## src/rtl/fetch_sequencer.sv

```systemverilog
// Instruction fetch/issue sequencer: owns the PC, reads one- and two-word instructions
// from synchronous program RAM and hands them to execute. Optional counter: FETCH_SEQ_RETIRE_COUNT_EN.
module fetch_sequencer #(
   parameter int                         ADDRESS_WIDTH = 16,
   parameter int                         DATA_WIDTH    = 16,
   parameter logic [ADDRESS_WIDTH-1:0]   RESET_VECTOR  = {ADDRESS_WIDTH{1'b0}}
) (
   input  logic                      clk,
   input  logic                      rst_n,
   input  logic                      stall,
   input  logic [DATA_WIDTH-1:0]     p_ram_read_data,
   input  logic [2:0]                exec_mem_op,
   input  logic                      exec_done,
   input  logic                      jump_valid,
   input  logic [ADDRESS_WIDTH-1:0]  jump_address,
   output logic [ADDRESS_WIDTH-1:0]  program_counter_address,
   output logic [2:0]                microcode_control,
   output logic [DATA_WIDTH-1:0]     instruction,
   output logic [DATA_WIDTH-1:0]     operand,
   output logic                      instr_valid,
   output logic                      halted,
   output logic [31:0]               retired_count
);

   typedef enum logic [2:0] {
      ST_FETCH      = 3'd0,
      ST_FETCH_WAIT = 3'd1,
      ST_PEEK       = 3'd2,
      ST_PEEK_WAIT  = 3'd3,
      ST_ISSUE      = 3'd4,
      ST_HALTED     = 3'd5
   } state_t;

   localparam logic [2:0] MC_PASS_PC = 3'd0;
   localparam logic [2:0] MC_PEEK    = 3'd5;

   state_t                      state_r;
   state_t                      next_state_s;
   logic [2:0]                  mc_s;
   logic [ADDRESS_WIDTH-1:0]    pc_r;
   logic [DATA_WIDTH-1:0]       instruction_r;
   logic [DATA_WIDTH-1:0]       operand_r;
   logic                        two_word_r;
   logic                        instr_valid_r;
   logic                        halted_r;
   logic                        is_halt_s;
   logic                        is_two_word_s;
   logic                        retire_s;

   // HALT takes priority over the two-word marker, which shares bit 15.
   assign is_halt_s     = (p_ram_read_data[15:8] == 8'hFF);
   assign is_two_word_s = p_ram_read_data[15] & ~is_halt_s;
   assign retire_s      = (state_r == ST_ISSUE) & exec_done;

   // State register.
   always_ff @(posedge clk or negedge rst_n) begin
      if (!rst_n) begin
         state_r <= ST_FETCH;
      end else begin
         state_r <= next_state_s;
      end
   end

   // Next-state decode and memory-controller op selection.
   always_comb begin
      next_state_s = state_r;
      mc_s         = MC_PASS_PC;
      case (state_r)
         ST_FETCH: begin
            if (stall) next_state_s = ST_FETCH;
            else       next_state_s = ST_FETCH_WAIT;
         end
         ST_FETCH_WAIT: begin
            if (is_halt_s)          next_state_s = ST_HALTED;
            else if (is_two_word_s) next_state_s = ST_PEEK;
            else                    next_state_s = ST_ISSUE;
         end
         ST_PEEK: begin
            mc_s = MC_PEEK;
            if (stall) next_state_s = ST_PEEK;
            else       next_state_s = ST_PEEK_WAIT;
         end
         ST_PEEK_WAIT: begin
            mc_s         = MC_PEEK;
            next_state_s = ST_ISSUE;
         end
         ST_ISSUE: begin
            mc_s = exec_mem_op;
            if (exec_done) next_state_s = ST_FETCH;
            else           next_state_s = ST_ISSUE;
         end
         ST_HALTED: begin
            next_state_s = ST_HALTED;
         end
         default: begin
            next_state_s = ST_FETCH;
         end
      endcase
   end

   // Datapath: PC, captured words and status flags.
   always_ff @(posedge clk or negedge rst_n) begin
      if (!rst_n) begin
         pc_r          <= RESET_VECTOR;
         instruction_r <= {DATA_WIDTH{1'b0}};
         operand_r     <= {DATA_WIDTH{1'b0}};
         two_word_r    <= 1'b0;
         instr_valid_r <= 1'b0;
         halted_r      <= 1'b0;
      end else begin
         case (state_r)
            ST_FETCH_WAIT: begin
               instruction_r <= p_ram_read_data;
               two_word_r    <= is_two_word_s;
               if (is_halt_s) begin
                  halted_r <= 1'b1;
               end else if (!is_two_word_s) begin
                  operand_r     <= {DATA_WIDTH{1'b0}};
                  instr_valid_r <= 1'b1;
               end
            end
            ST_PEEK_WAIT: begin
               operand_r     <= p_ram_read_data;
               instr_valid_r <= 1'b1;
            end
            ST_ISSUE: begin
               if (exec_done) begin
                  instr_valid_r <= 1'b0;
                  if (jump_valid) pc_r <= jump_address;
                  else            pc_r <= pc_r + ADDRESS_WIDTH'(two_word_r ? 2'd2 : 2'd1);
               end
            end
            default: begin
            end
         endcase
      end
   end

`ifdef FETCH_SEQ_RETIRE_COUNT_EN
   logic [31:0] retired_r;

   // Retired-instruction counter; wraps naturally at 2^32.
   always_ff @(posedge clk or negedge rst_n) begin
      if (!rst_n) begin
         retired_r <= 32'd0;
      end else if (retire_s) begin
         retired_r <= retired_r + 32'd1;
      end else begin
         retired_r <= retired_r;
      end
   end

   assign retired_count = retired_r;
`else
   logic unused_retire_s;
   assign unused_retire_s = retire_s;
   assign retired_count   = 32'd0;
`endif

   assign program_counter_address = pc_r;
   assign microcode_control       = mc_s;
   assign instruction             = instruction_r;
   assign operand                 = operand_r;
   assign instr_valid             = instr_valid_r;
   assign halted                  = halted_r;

endmodule
```

## config.mk

```make
export PLATFORM = sky130hd
export DESIGN_NAME = fetch_sequencer
export DESIGN_NICKNAME = d
export VERILOG_FILES = /design/src/rtl/fetch_sequencer.sv
export SDC_FILE = /design/constraint.sdc
export NUM_CORES = 1
export LEC_CHECK = 0
export CAP_MARGIN = 0
export CORE_ASPECT_RATIO = 0.6
export CORE_UTILIZATION = 28
export CTS_BUF_LIST = sky130_fd_sc_hd__clkbuf_4 sky130_fd_sc_hd__clkbuf_8
export CTS_CLUSTER_DIAMETER = 100
export DETAILED_ROUTE_END_ITERATION = 10
export DONT_BUFFER_PORTS = 1
export SLEW_MARGIN = 20
export SYNTH_ARGS = -nofsm -noshare
export SYNTH_HDL_FRONTEND = slang
export SYNTH_SLANG_ARGS = --single-unit
```

## constraint.sdc

```tcl
create_clock -name clk -period 3.1 [get_ports clk]
set_input_delay 0.31 -clock clk [delete_from_list [all_inputs] [get_ports clk]]
set_output_delay 0.31 -clock clk [all_outputs]
set_load 0.005 [all_outputs]
```

==> impl_metrics.env <==
export IMPL_post_dp_cell_area_mm2=0.002810
export IMPL_endpoint_kind="flop"
export IMPL_htreeDepth=2
export IMPL_post_synth_top_count_cell="sky130_fd_sc_hd__dfrtp_1"
export IMPL_maxSlewHeadroom=0.5409
export IMPL_design_core_area_mm2=0.009459
export IMPL_grt_overflow_total=0
export IMPL_setup_tns_ns=0
export IMPL_finalWeightedCongestion=0.8113
export IMPL_cell_at_the_root_of_the_clock_tree="sky130_fd_sc_hd__clkbuf_8"
export IMPL_placement_rows=27
export IMPL_worst_skew_pair_late_latency_ns=0.31
export IMPL_synthDistinctLibCells=50
export IMPL_synth_top_flop_cell="sky130_fd_sc_hd__dfrtp_1"
export IMPL_dr_pass1_iters=4
export IMPL_hold_class="in -> reg"
export IMPL_drt_antenna_violating_nets=0
export IMPL_avgRoutedWirePerCell_um=17.33
export IMPL_vias=2032
export IMPL_diodes=0
export IMPL_drc=0
export IMPL_largest_family_of_logic_cells_by_synthesized_area="compound AO/OA/AOI/OAI gates"
export IMPL_initial_antenna_violation_count=0
export IMPL_initial_drc_count=80
export IMPL_fin_worst_skew_ns=0.008489
export IMPL_syn_instance_count=270
export IMPL_critical_path_top_cell_by_count="sky130_fd_sc_hd__inv_1"
export IMPL_tritoncts="built"
export IMPL_simple_gate_area_share_of_the_yosys_netlist=0.1234
export IMPL_switchingPower_mw=1.034
export IMPL_peak_per_stage_delay_on_the_critical_path_ns=0.54
export IMPL_post_dp_hpwl_um=5081
export IMPL_pwr_density_cell_mw_per_mm2=937.8
export IMPL_syn_mean_instance_area_um2=10.40
export IMPL_fin_area_mm2=0.002990
export IMPL_routed_wl_um=6899
export IMPL_final_period_minus_worst_setup_slack_ns=2.478
export IMPL_cp_cell_instances="inv_1 > ha_1 > inv_1 > fa_1 > nand4b_2 > or4_1 > a21oi_1 > o22a_2"
export IMPL_synth_largest_area_cell="sky130_fd_sc_hd__dfrtp_1"
export IMPL_timing_worst_slew_pin_value_ns=0.6886
export IMPL_critical_path_slowest_cell="sky130_fd_sc_hd__or4_1"
export IMPL_share_of_the_synthesized_area_in_compound_gates_ao_oa_aoi_oai=0.1831
export IMPL_clock_tree_buffer_depth=2
export IMPL_synthesis_yosys_warnings=0
export IMPL_grt_setup_unrepaired="false"
export IMPL_yosys_area_share_xor_xnor=0
export IMPL_grt_max_degree=55
export IMPL_starting_density_of_the_core=0.2970
export IMPL_timing_hold_violations_final=0
export IMPL_final_period_utilization=0.7993
export IMPL_timing_critical_path_fanout_max=6
export IMPL_netSwitchingFraction=0.3688
export IMPL_die_h_um=79.59
export IMPL_io_pins=125
export IMPL_area_sequential_mm2=0.001351
export IMPL_multi_input_area_mm2=0.001214
export IMPL_synthMuxAreaShare=0.06682
export IMPL_grt_first_pass_wirelength_um=10790
export IMPL_nFillCells=979
export IMPL_synth_async_sr_flop_share=1.000
export IMPL_nets=310
export IMPL_path_clk_slew_ns=0.10
export IMPL_register_bit_total_from_synthesis=54
export IMPL_crit_type="reg -> reg"
export IMPL_cts_sinks=54
export IMPL_drv_cap=0
export IMPL_worst_endpoint_arrival_ns=2.74
export IMPL_cts_inserted_buffers=5
export IMPL_grt_util_all_layers=0.1346
export IMPL_reg2regPathDepth=8
export IMPL_hold_path_depth=1
export IMPL_outcome="completed"
export IMPL_ys_seq_area_frac=0.4811
export IMPL_synth_adder_area_share=0.01604
export IMPL_clock_fmax_mhz=403.6
export IMPL_slew_violations=0
export IMPL_ir_worst_vdd_mv=0.3224
export IMPL_combPwrFrac=0.301
export IMPL_crit_required_ns=3.36
export IMPL_synth_enable_flop_cells=0
export IMPL_report_final_setup_viol=0
export IMPL_die_width_um=131.3
export IMPL_layout_drive_gt1_share=0.1231
export IMPL_place_port_buffers=0
export IMPL_leading_post_synthesis_cells_by_instance_count="sky130_fd_sc_hd__dfrtp_1 (54), sky130_fd_sc_hd__buf_4 (32), sky130_fd_sc_hd__a21oi_1 (18), sky130_fd_sc_hd__a22o_1 (16)"
export IMPL_syn_area_mm2=0.002809
export IMPL_leakage_nw=1.338
export IMPL_synth_top_cells_by_area="sky130_fd_sc_hd__dfrtp_1 (48%), sky130_fd_sc_hd__buf_4 (8.6%), sky130_fd_sc_hd__mux2_2 (5.6%)"
export IMPL_share_seq_of_total_power=0.490
export IMPL_cell_internal_power_dissipation_mw=1.770
export IMPL_worst_setup_path_start_kind="flop"
export IMPL_routed_via_density=5.106
export IMPL_area_growth_syn_to_layout_pct=6.459
export IMPL_power_share_clock=0.209
export IMPL_die_area_mm2=0.01045
export IMPL_post_synth_top_area_fraction=0.4811
export IMPL_first_global_vias=1865
-- cells by family after synthesis --
| kind of cell | Yosys count |
|---|---|
| other cells | 1 |
| buf+inv | 61 |
| mux | 17 |
| fa+ha+maj | 3 |
| compound gates | 73 |
| simple gates | 61 |
| flops | 54 |
-- layout make-up --
cell class              count  area share
clock buffers               6     0.02762
well taps                 130     0.05439
clock inverters             2     0.02008
multi-input cells         186      0.4059
inverters                  14     0.01757
flip-flops and latches     54      0.4519
repair buffers              6     0.02259
-- metal layers --
layer	share of wire	GRT usage	wire, um
met5	0	0	0
met4	0.0090	0.04302	62
met3	0.070	0.03746	481
met2	0.44	0.1915	3014
met1	0.48	0.1945	3341
-- per-stage QoR --
stage	util	instances	power, mW	hold slack, ns	worst slack (ns)
6_report	0.3161	398	2.804	0.06795	0.6221
5_1_grt	0.3161	398	3.008	0.06415	0.4646
4_1_cts	0.3161	398	2.838	0.05412	0.6334
3_5_place_dp	0.2971	388	2.222	0.01557	0.6724
3_3_place_gp	0.2971	388	2.171	0.01548	0.7865
2_1_floorplan	-	301	1.980	0.01441	0.9295
-- power groups by stage --
stage | sequential [mW] | combinational (mW) | clock (mW)
after floorplan | 1.26 | 0.718 | 0
after global placement | 1.38 | 0.794 | 0
after CTS | 1.38 | 0.852 | 0.608
final | 1.38 | 0.844 | 0.585
after global routing | 1.42 | 0.947 | 0.641
after detailed placement | 1.39 | 0.833 | 0
-- worst max-delay path: cells and delay by family (launching register included) --
family / cells / cell delay, ns
compound gates: 2 / 0.34
flops: 1 / 0.41
fa+ha+maj: 2 / 0.63
simple gates: 2 / 0.87
buf+inv: 2 / 0.17
-- layout by cell type, fill, tap and decap left out, types with 2 or more instances in the layout --
cell,count
sky130_fd_sc_hd__a211oi_1,3
sky130_fd_sc_hd__nor2_1,9
sky130_fd_sc_hd__and2_1,2
sky130_fd_sc_hd__bufinv_16,2
sky130_fd_sc_hd__nor4_1,2
sky130_fd_sc_hd__buf_4,4
sky130_fd_sc_hd__a22o_1,16
sky130_fd_sc_hd__nor3_1,10
sky130_fd_sc_hd__mux2i_1,3
sky130_fd_sc_hd__dfrtp_1,54
sky130_fd_sc_hd__nand3_1,9
sky130_fd_sc_hd__o2bb2ai_1,3
sky130_fd_sc_hd__clkbuf_8,6
sky130_fd_sc_hd__conb_1,32
sky130_fd_sc_hd__ha_1,2
sky130_fd_sc_hd__nand2_1,8
sky130_fd_sc_hd__or4_1,3
sky130_fd_sc_hd__a211o_1,3
sky130_fd_sc_hd__mux2_2,14
sky130_fd_sc_hd__inv_1,14
sky130_fd_sc_hd__a21o_1,3
sky130_fd_sc_hd__nor2b_1,3
sky130_fd_sc_hd__nand4_1,2
sky130_fd_sc_hd__a21oi_1,18
sky130_fd_sc_hd__o31ai_1,4
sky130_fd_sc_hd__and3_1,6
sky130_fd_sc_hd__o21ai_0,10
-- flip-flops by register name, summed over array words and instances, names as in the netlist --
| signal | flops |
|---|---|
| instruction | 16 |
| two_word_r | 1 |
| instr_valid | 1 |
| operand | 16 |
| state_r | 3 |
| halted | 1 |
| program_counter_address | 16 |
-- worst paths after layout --
path	startpoint	slack, ns	end
worst max-delay path	two_word_r$_DFFE_PN0N_	0.62	program_counter_address[14]$_DFFE_PN0P_
worst min-delay path	stall	0.07	state_r[0]$_DFF_PN0_
worst max register to register	two_word_r$_DFFE_PN0N_	0.62	program_counter_address[14]$_DFFE_PN0P_
worst min register to register	two_word_r$_DFFE_PN0N_	0.53	two_word_r$_DFFE_PN0N_
max in group asynchronous	rst_n	2.35	program_counter_address[6]$_DFFE_PN0P_
min in group asynchronous	rst_n	0.52	operand[8]$_DFFE_PN0P_
-- timing repair --
action / CTS / global route
hold buffers: 2 / 0
gates resized for setup: 0 / 0
setup buffers: 0 / 0
endpoints found under the hold margin: 54 / 0
endpoints found under the setup margin: 0 / 0
No activity file was read; power rests on OpenSTA's default activity.
